File: src/rtl/multicycle_ctrl_pkg.sv
// Shared definitions for the multicycle sequencer: state and class encodings,
// datapath mux/ALU constants and the opcode range boundaries.
package ctrl_defs;

    typedef enum logic [2:0] {
        ST_RESET  = 3'd0,
        ST_FETCH  = 3'd1,
        ST_DECODE = 3'd2,
        ST_EXEC   = 3'd3,
        ST_MEM    = 3'd4,
        ST_WB     = 3'd5,
        ST_HALT   = 3'd6
    } state_e;

    typedef enum logic [2:0] {
        CL_R   = 3'd0,
        CL_IMM = 3'd1,
        CL_BR  = 3'd2,
        CL_J   = 3'd3,
        CL_LD  = 3'd4,
        CL_ST  = 3'd5,
        CL_ILL = 3'd6
    } class_e;

    // ALU operation select
    localparam logic [1:0] ALU_ADD   = 2'd0;
    localparam logic [1:0] ALU_SUB   = 2'd1;
    localparam logic [1:0] ALU_FUNCT = 2'd2;
    localparam logic [1:0] ALU_IMM   = 2'd3;

    // ALU B operand select
    localparam logic [1:0] SRCB_REG   = 2'd0;
    localparam logic [1:0] SRCB_FOUR  = 2'd1;
    localparam logic [1:0] SRCB_SEXT  = 2'd2;
    localparam logic [1:0] SRCB_SHIFT = 2'd3;

    // PC source select
    localparam logic [1:0] PCSRC_ALU    = 2'd0;
    localparam logic [1:0] PCSRC_ALUOUT = 2'd1;
    localparam logic [1:0] PCSRC_JUMP   = 2'd2;

    // Opcode range boundaries
    localparam logic [5:0] OP_RTYPE  = 6'd0;
    localparam logic [5:0] OP_BR_ONE = 6'd1;
    localparam logic [5:0] OP_JUMP   = 6'd2;
    localparam logic [5:0] OP_BR_LO  = 6'd4;
    localparam logic [5:0] OP_BR_HI  = 6'd7;
    localparam logic [5:0] OP_IMM_LO = 6'd8;
    localparam logic [5:0] OP_IMM_HI = 6'd14;
    localparam logic [5:0] OP_LD_LO  = 6'd32;
    localparam logic [5:0] OP_LD_HI  = 6'd38;
    localparam logic [5:0] OP_ST_LO  = 6'd40;
    localparam logic [5:0] OP_ST_HI  = 6'd46;

endpackage

File: src/rtl/multicycle_ctrl_if.sv
// Controller <-> datapath/memory signal bundle.
// Memory handshake: mem_req is the valid, mem_ready the ready. An access
// completes on a cycle where both are high. Once mem_req rises it stays high,
// with iord and mem_read/mem_write unchanged, until that completing cycle.
interface multicycle_ctrl_if;
    logic [5:0] opcode;
    logic       zero;
    logic       mem_ready;
    logic       mem_req;
    logic       mem_read;
    logic       mem_write;
    logic       iord;
    logic       ir_write;
    logic       pc_write;
    logic       pc_write_cond;
    logic       alu_src_a;
    logic [1:0] alu_src_b;
    logic [1:0] alu_op;
    logic [1:0] pc_source;
    logic       reg_write;
    logic       reg_dst;
    logic       mem_to_reg;
    logic       illegal;
    logic       bus_error;
    logic       retired;

    modport master (
        input  opcode, zero, mem_ready,
        output mem_req, mem_read, mem_write, iord, ir_write, pc_write,
               pc_write_cond, alu_src_a, alu_src_b, alu_op, pc_source,
               reg_write, reg_dst, mem_to_reg, illegal, bus_error, retired
    );

    modport slave (
        output opcode, zero, mem_ready,
        input  mem_req, mem_read, mem_write, iord, ir_write, pc_write,
               pc_write_cond, alu_src_a, alu_src_b, alu_op, pc_source,
               reg_write, reg_dst, mem_to_reg, illegal, bus_error, retired
    );
endinterface

File: src/rtl/multicycle_ctrl_opcode_class.sv
// Combinational opcode -> instruction class decoder.
module opcode_class
    import ctrl_defs::*;
(
    input  logic [5:0] opcode_i,
    output class_e     class_o
);

    // Range compare against the opcode map; anything unmatched is illegal
    always_comb begin
        class_o = CL_ILL;
        if (opcode_i == OP_RTYPE) begin
            class_o = CL_R;
        end else if (opcode_i == OP_JUMP) begin
            class_o = CL_J;
        end else if (opcode_i == OP_BR_ONE ||
                     (opcode_i >= OP_BR_LO && opcode_i <= OP_BR_HI)) begin
            class_o = CL_BR;
        end else if (opcode_i >= OP_IMM_LO && opcode_i <= OP_IMM_HI) begin
            class_o = CL_IMM;
        end else if (opcode_i >= OP_LD_LO && opcode_i <= OP_LD_HI) begin
            class_o = CL_LD;
        end else if (opcode_i >= OP_ST_LO && opcode_i <= OP_ST_HI) begin
            class_o = CL_ST;
        end
    end

endmodule

File: src/rtl/multicycle_ctrl.sv
// Multicycle sequencer: steps the shared datapath through
// FETCH/DECODE/EXEC/MEM/WB and waits on the memory handshake with a timeout.
module multicycle_ctrl
    import ctrl_defs::*;
#(
    parameter int unsigned MEM_TIMEOUT = 15
) (
    input  logic               clk,
    input  logic               rst_n,
    multicycle_ctrl_if.master  bus,
    output state_e             dbg_state_o
);

    localparam logic [7:0] TIMEOUT_CNT = 8'(MEM_TIMEOUT);

    state_e     state_q, state_d;
    class_e     cls_q, cls_d;
    class_e     dec_cls;
    logic [7:0] wait_q, wait_d;
    logic       illegal_q, illegal_d;
    logic       bus_error_q, bus_error_d;
    logic       in_access;

    opcode_class u_opcode_class (
        .opcode_i (bus.opcode),
        .class_o  (dec_cls)
    );

    assign in_access   = (state_q == ST_FETCH) || (state_q == ST_MEM);
    assign dbg_state_o = state_q;
    assign bus.illegal   = illegal_q;
    assign bus.bus_error = bus_error_q;

    // State, latched class, wait counter and sticky flags
    always_ff @(posedge clk or negedge rst_n) begin
        if (!rst_n) begin
            state_q     <= ST_RESET;
            cls_q       <= CL_R;
            wait_q      <= '0;
            illegal_q   <= 1'b0;
            bus_error_q <= 1'b0;
        end else begin
            state_q     <= state_d;
            cls_q       <= cls_d;
            wait_q      <= wait_d;
            illegal_q   <= illegal_d;
            bus_error_q <= bus_error_d;
        end
    end

    // Next state; a wait that reaches the timeout without ready ends in HALT
    always_comb begin
        state_d     = state_q;
        cls_d       = cls_q;
        illegal_d   = illegal_q;
        bus_error_d = bus_error_q;
        case (state_q)
            ST_RESET: state_d = ST_FETCH;
            ST_FETCH: begin
                if (bus.mem_ready) begin
                    state_d = ST_DECODE;
                end else if (wait_q == TIMEOUT_CNT) begin
                    bus_error_d = 1'b1;
                    state_d     = ST_HALT;
                end
            end
            ST_DECODE: begin
                cls_d = dec_cls;
                case (dec_cls)
                    CL_ILL: begin
                        illegal_d = 1'b1;
                        state_d   = ST_HALT;
                    end
                    CL_J:    state_d = ST_FETCH;
                    default: state_d = ST_EXEC;
                endcase
            end
            ST_EXEC: begin
                case (cls_q)
                    CL_LD, CL_ST: state_d = ST_MEM;
                    CL_BR:        state_d = ST_FETCH;
                    default:      state_d = ST_WB;
                endcase
            end
            ST_MEM: begin
                if (bus.mem_ready) begin
                    state_d = (cls_q == CL_LD) ? ST_WB : ST_FETCH;
                end else if (wait_q == TIMEOUT_CNT) begin
                    bus_error_d = 1'b1;
                    state_d     = ST_HALT;
                end
            end
            ST_WB:   state_d = ST_FETCH;
            ST_HALT: state_d = ST_HALT;
            default: state_d = ST_HALT;
        endcase

        // Counter restarts on every entry into an access state
        if ((state_d != state_q) && (state_d == ST_FETCH || state_d == ST_MEM)) begin
            wait_d = '0;
        end else if (in_access && !bus.mem_ready) begin
            wait_d = wait_q + 8'd1;
        end else begin
            wait_d = wait_q;
        end
    end

    // Datapath strobes decoded from state and class
    always_comb begin
        bus.mem_req       = 1'b0;
        bus.mem_read      = 1'b0;
        bus.mem_write     = 1'b0;
        bus.iord          = 1'b0;
        bus.ir_write      = 1'b0;
        bus.pc_write      = 1'b0;
        bus.pc_write_cond = 1'b0;
        bus.alu_src_a     = 1'b0;
        bus.alu_src_b     = SRCB_REG;
        bus.alu_op        = ALU_ADD;
        bus.pc_source     = PCSRC_ALU;
        bus.reg_write     = 1'b0;
        bus.reg_dst       = 1'b0;
        bus.mem_to_reg    = 1'b0;
        bus.retired       = 1'b0;
        case (state_q)
            ST_FETCH: begin
                bus.mem_req   = 1'b1;
                bus.mem_read  = 1'b1;
                bus.alu_src_b = SRCB_FOUR;
                bus.ir_write  = bus.mem_ready;
                bus.pc_write  = bus.mem_ready;
            end
            ST_DECODE: begin
                bus.alu_src_b = SRCB_SHIFT;
                if (dec_cls == CL_J) begin
                    bus.pc_write  = 1'b1;
                    bus.pc_source = PCSRC_JUMP;
                    bus.retired   = 1'b1;
                end
            end
            ST_EXEC: begin
                bus.alu_src_a = 1'b1;
                case (cls_q)
                    CL_R: begin
                        bus.alu_src_b = SRCB_REG;
                        bus.alu_op    = ALU_FUNCT;
                    end
                    CL_IMM: begin
                        bus.alu_src_b = SRCB_SEXT;
                        bus.alu_op    = ALU_IMM;
                    end
                    CL_BR: begin
                        bus.alu_src_b     = SRCB_REG;
                        bus.alu_op        = ALU_SUB;
                        bus.pc_write_cond = 1'b1;
                        bus.pc_source     = PCSRC_ALUOUT;
                        bus.retired       = 1'b1;
                    end
                    default: begin
                        bus.alu_src_b = SRCB_SEXT;
                        bus.alu_op    = ALU_ADD;
                    end
                endcase
            end
            ST_MEM: begin
                bus.mem_req   = 1'b1;
                bus.iord      = 1'b1;
                bus.mem_read  = (cls_q == CL_LD);
                bus.mem_write = (cls_q == CL_ST);
                bus.retired   = (cls_q == CL_ST) && bus.mem_ready;
            end
            ST_WB: begin
                bus.reg_write  = 1'b1;
                bus.retired    = 1'b1;
                bus.reg_dst    = (cls_q == CL_R);
                bus.mem_to_reg = (cls_q == CL_LD);
            end
            default: ;
        endcase
    end

endmodule

File: src/flat_wrapper.sv
// flat-port wrapper written by rule: the top's interface ports become plain ports
module multicycle_ctrl_flat import ctrl_defs::*;
#(
    parameter int unsigned MEM_TIMEOUT = 15
)
  (clk, rst_n, dbg_state_o, bus_opcode, bus_zero, bus_mem_ready, bus_mem_req, bus_mem_read, bus_mem_write, bus_iord, bus_ir_write, bus_pc_write, bus_pc_write_cond, bus_alu_src_a, bus_alu_src_b, bus_alu_op, bus_pc_source, bus_reg_write, bus_reg_dst, bus_mem_to_reg, bus_illegal, bus_bus_error, bus_retired);
  multicycle_ctrl_if bus_i ();
  input  logic clk;
  input  logic rst_n;
  output state_e dbg_state_o;
  input wire logic [$bits(bus_i.opcode)-1:0] bus_opcode;
  input wire logic [$bits(bus_i.zero)-1:0] bus_zero;
  input wire logic [$bits(bus_i.mem_ready)-1:0] bus_mem_ready;
  output wire logic [$bits(bus_i.mem_req)-1:0] bus_mem_req;
  output wire logic [$bits(bus_i.mem_read)-1:0] bus_mem_read;
  output wire logic [$bits(bus_i.mem_write)-1:0] bus_mem_write;
  output wire logic [$bits(bus_i.iord)-1:0] bus_iord;
  output wire logic [$bits(bus_i.ir_write)-1:0] bus_ir_write;
  output wire logic [$bits(bus_i.pc_write)-1:0] bus_pc_write;
  output wire logic [$bits(bus_i.pc_write_cond)-1:0] bus_pc_write_cond;
  output wire logic [$bits(bus_i.alu_src_a)-1:0] bus_alu_src_a;
  output wire logic [$bits(bus_i.alu_src_b)-1:0] bus_alu_src_b;
  output wire logic [$bits(bus_i.alu_op)-1:0] bus_alu_op;
  output wire logic [$bits(bus_i.pc_source)-1:0] bus_pc_source;
  output wire logic [$bits(bus_i.reg_write)-1:0] bus_reg_write;
  output wire logic [$bits(bus_i.reg_dst)-1:0] bus_reg_dst;
  output wire logic [$bits(bus_i.mem_to_reg)-1:0] bus_mem_to_reg;
  output wire logic [$bits(bus_i.illegal)-1:0] bus_illegal;
  output wire logic [$bits(bus_i.bus_error)-1:0] bus_bus_error;
  output wire logic [$bits(bus_i.retired)-1:0] bus_retired;
  assign bus_i.opcode = bus_opcode;
  assign bus_i.zero = bus_zero;
  assign bus_i.mem_ready = bus_mem_ready;
  assign bus_mem_req = bus_i.mem_req;
  assign bus_mem_read = bus_i.mem_read;
  assign bus_mem_write = bus_i.mem_write;
  assign bus_iord = bus_i.iord;
  assign bus_ir_write = bus_i.ir_write;
  assign bus_pc_write = bus_i.pc_write;
  assign bus_pc_write_cond = bus_i.pc_write_cond;
  assign bus_alu_src_a = bus_i.alu_src_a;
  assign bus_alu_src_b = bus_i.alu_src_b;
  assign bus_alu_op = bus_i.alu_op;
  assign bus_pc_source = bus_i.pc_source;
  assign bus_reg_write = bus_i.reg_write;
  assign bus_reg_dst = bus_i.reg_dst;
  assign bus_mem_to_reg = bus_i.mem_to_reg;
  assign bus_illegal = bus_i.illegal;
  assign bus_bus_error = bus_i.bus_error;
  assign bus_retired = bus_i.retired;
  multicycle_ctrl #(.MEM_TIMEOUT(MEM_TIMEOUT)) u_core (.clk(clk), .rst_n(rst_n), .bus(bus_i), .dbg_state_o(dbg_state_o));
endmodule
File: config.mk
export PLATFORM = sky130hd
export DESIGN_NAME = multicycle_ctrl_flat
export DESIGN_NICKNAME = d
export VERILOG_FILES = /design/src/rtl/multicycle_ctrl_pkg.sv /design/src/rtl/multicycle_ctrl_if.sv /design/src/rtl/multicycle_ctrl_opcode_class.sv /design/src/rtl/multicycle_ctrl.sv /design/src/flat_wrapper.sv
export SDC_FILE = /design/constraint.sdc
export NUM_CORES = 1
export LEC_CHECK = 0
export ABC_AREA = 0
export CORE_MARGIN = 2
export CORE_UTILIZATION = 37
export CTS_CLUSTER_SIZE = 16
export DETAILED_ROUTE_END_ITERATION = 6
export GPL_ROUTABILITY_DRIVEN = 0
export PLACE_DENSITY = 0.67
export SKIP_LAST_GASP = 1
export SLEW_MARGIN = 20
export SYNTH_ARGS = -nofsm -noshare
export SYNTH_HDL_FRONTEND = slang
export SYNTH_HIERARCHICAL = 1
export SYNTH_SLANG_ARGS = --single-unit
export TNS_END_PERCENT = 5
File: constraint.sdc
create_clock -name clk -period 1.7 [get_ports clk]
set_input_delay 0.425 -clock clk [delete_from_list [all_inputs] [get_ports clk]]
set_output_delay 0.425 -clock clk [all_outputs]
set_load 0.1 [all_outputs]
==> impl_metrics.tcl <==
set metrics [dict create \
    cellInternalPower_mw 2.220 \
    wire_per_inst_um 13.65 \
    clock_sinks 16 \
    cts_buffers 3 \
    grt_use_total_pct 20.96 \
    rows 20 \
    drv_cap 0 \
    ant_nets 0 \
    crit_required_ns 1.27 \
    wl_um 3590 \
    ys_async_sr_fraction_pct 100.0 \
    die-area_mm2 0.003631 \
    crit_slowest_cell "dfrtp_4" \
    tritoncts "yes" \
    clock_tree.root_cell "clkbuf_4" \
    grt_pass1_wl_um 5754 \
    rr_worst_depth 7 \
    power_density_mw_per_mm2 1959 \
    synthSimpleGateAreaFrac_pct 26.39 \
    synth_compound_area_share_pct 17.31 \
    p_clk_share_pct 5.4 \
    place_area_mm2 0.002135 \
    drive_gt1_share_pct 55.25 \
    viasPerCell 4.996 \
    drtIter0Drc 20 \
    status "finished with violations" \
    synth-xor-area-share_pct 7.479 \
    yosys_warnings 6 \
    final_common_cell "buf_4" \
    start_util_pct 38.68 \
    path_clk_slew_ns 0.09 \
    cts_htree_levels 1 \
    slew_headroom_pct 76.56 \
    period_needed_ns 2.172 \
    hold_viol 0 \
    pwr-share-seq_pct 13.7 \
    pin_count 33 \
    setup_viol 27 \
    rsz0062_at_grt "true" \
    crit_path_start_kind "flop" \
    fin_tns_setup_ns -10.39 \
    final_cell_mix "buf_4 (57), buf_12 (22), a21oi_1 (13), dfrtp_1 (13), nand2_1 (11)" \
    die_h_um 60.26 \
    power_mw 4.533 \
    r2r_slack_ns -0.33 \
    clockBufferDepth 2 \
    place_ws_ns -0.8964 \
    r2r_end "u_core/wait_q[5]" \
    syn_nets 148 \
    critPathMaxStageDelay_ns 0.54 \
    peakVddDrop_mv 0.8186 \
    combPwrFrac_pct 80.9 \
    synthAdderAreaFrac_pct 3.205 \
    tightest_slew_ns 0.3483 \
    synth_top_family_by_area "simple AND/OR/NAND/NOR gates" \
    io_buffers 31 \
    first_global_vias 1332 \
    dr.pass1.iters 4 \
    synth_mux_area_share_pct 4.915 \
    drc 0 \
    period_share_pct 127.8 \
    hp-class "input pin to asynchronous set/reset pin" \
    path_max_fanout 8 \
    p_leak_nw 1.040 \
    ys.flop_type "dfrtp_1" \
    diodes 0 \
    ys_seq_area_share_pct 34.19 \
    syn_area_per_cell_um2 8.675 \
    overflow 0 \
    areaGrowthSynthToFinish_pct 97.54 \
    switching_share_pct 51.01 \
    r2r_start "u_core/dbg_state_o[1]" \
    synth_edf_count 0 \
    cp.arrival_ns 1.75 \
    grt_start_max_net_pins 17 \
    p_switching_mw 2.312 \
    final_cell_area_mm2 0.002313 \
    grt_antenna_before_repair 0 \
    syn-cell-area_mm2 0.001171 \
    fmax_mhz 460.4 \
    die_w_um 60.26 \
    violations "setup timing" \
    finalNetCount 233 \
    synth_cell_types 42 \
    drv_slew 0 \
    crit_top_cell "buf_4" \
    hpwl_um 2768 \
    fin_skew_ns 0.005016 \
    core_area_mm2 0.003028 \
    dr_total_vias 1314 \
    synth-seq-cells 16 \
    crit_path_cell_trace "buf_4, nand3b_1, buf_4, nor4_4, buf_12" \
    ctsHoldBuffers 0 \
    endpoint_kind "output port" \
    synthCells 135 \
    criticalPathCategory "flop to output port" \
    fin_ws_ns -0.4720 \
    clock_latency_ns 0.28 \
]
cell families (layout without fill, tap and decap cells):
kind of cell | count (synthesis) | count (layout)
buffers and inverters | 14 | 98
adders and majority gates | 3 | 3
DFF | 16 | 16
muxes | 5 | 5
and+or+nand+nor | 56 | 56
AOI/OAI and AO/OA | 31 | 31
xor gates and xnor gates | 10 | 10
power by group through the flow:
stage,clock network [mW],registers (mW),logic [mW]
after floorplan,0,0.911,1.77
after global routing,0.270,0.639,3.85
after CTS,0.253,0.621,3.59
final,0.244,0.621,3.67
after global placement,0,0.628,3.38
after detailed placement,0,0.633,3.43
cell usage after synthesis (all sizes together), types with 2 or more instances:
master  number  share of area, %
a21oi       17               7.3
and3         2               1.1
buf          7               4.3
dfrtp       16                34
ha           3               3.2
inv          6               1.9
mux2         3               2.9
mux2i        2               2.0
nand2       13               4.2
nand2b       4               2.1
nand3        4               1.7
nand3b       2               1.3
nor2        11               3.5
nor3         4               1.7
nor3b        4               3.0
nor4         3               1.6
o21ai        3               1.3
o21bai       2               1.3
o31a         2               1.6
or3          2               1.1
or3b         2               1.7
xnor2        9               6.7
state kept, by name, summed over array words and instances, names as in the netlist:
register              cells
u_core/bus.bus_error      1
u_core/cls_q              3
u_core/dbg_state_o        3
u_core/wait_q             8
u_core/bus.illegal        1
routing by layer:
layer  global-route usage (%)  wire (um)
met4                    7.619         38
met5                        0          0
met2                    41.46       2032
met3                   0.6494        110
met1                    23.23       1409
critical path: cells and delay by family, from the launching register on:
kind	cells	cell delay, ns
buffers and inverters	3	0.54
and+or+nand+nor	2	0.36
DFF	1	0.54
stage by stage:
| step | cells | hold WS, ns | utilization, % |
|---|---|---|---|
| floorplan | 135 | 0.1294 | - |
| global placement | 249 | 0.5224 | 70.50 |
| detailed placement | 249 | 0.5295 | 70.50 |
| CTS | 260 | 0.4440 | 74.88 |
| global route | 263 | 0.4653 | 76.41 |
| finish | 263 | 0.4409 | 76.41 |
how the worst max path moves through the flow:
stage | from | to | slack (ns) | depth (start not counted)
finish | u_core/dbg_state_o[1] | bus_reg_dst | -0.47 | 5
CTS | u_core/dbg_state_o[0] | bus_retired | -0.49 | 5
detailed placement | bus_opcode[2] | u_core/wait_q[4] | -0.90 | 10
global route | bus_opcode[3] | bus_retired | -0.56 | 10
floorplan | u_core/dbg_state_o[1] | bus_retired | -1.84 | 5
global placement | bus_opcode[2] | bus_retired | -0.82 | 10
final cells by class:
class,instances,area (um2)
well taps,44,55.05
inverters,6,22.52
multi-input cells,105,830.8
clock buffers,4,36.28
repair buffers,88,957.2
fillers,221,714.4
flip-flops and latches,16,411.6
repair_timing:
| item | in CTS | in global routing |
|---|---|---|
| pin swaps | 11 | 9 |
| setup buffers | 7 | 3 |
| resized for setup | 31 | 15 |
| endpoints found under the setup margin | 30 | 31 |
(Power assumes the default switching activity.)
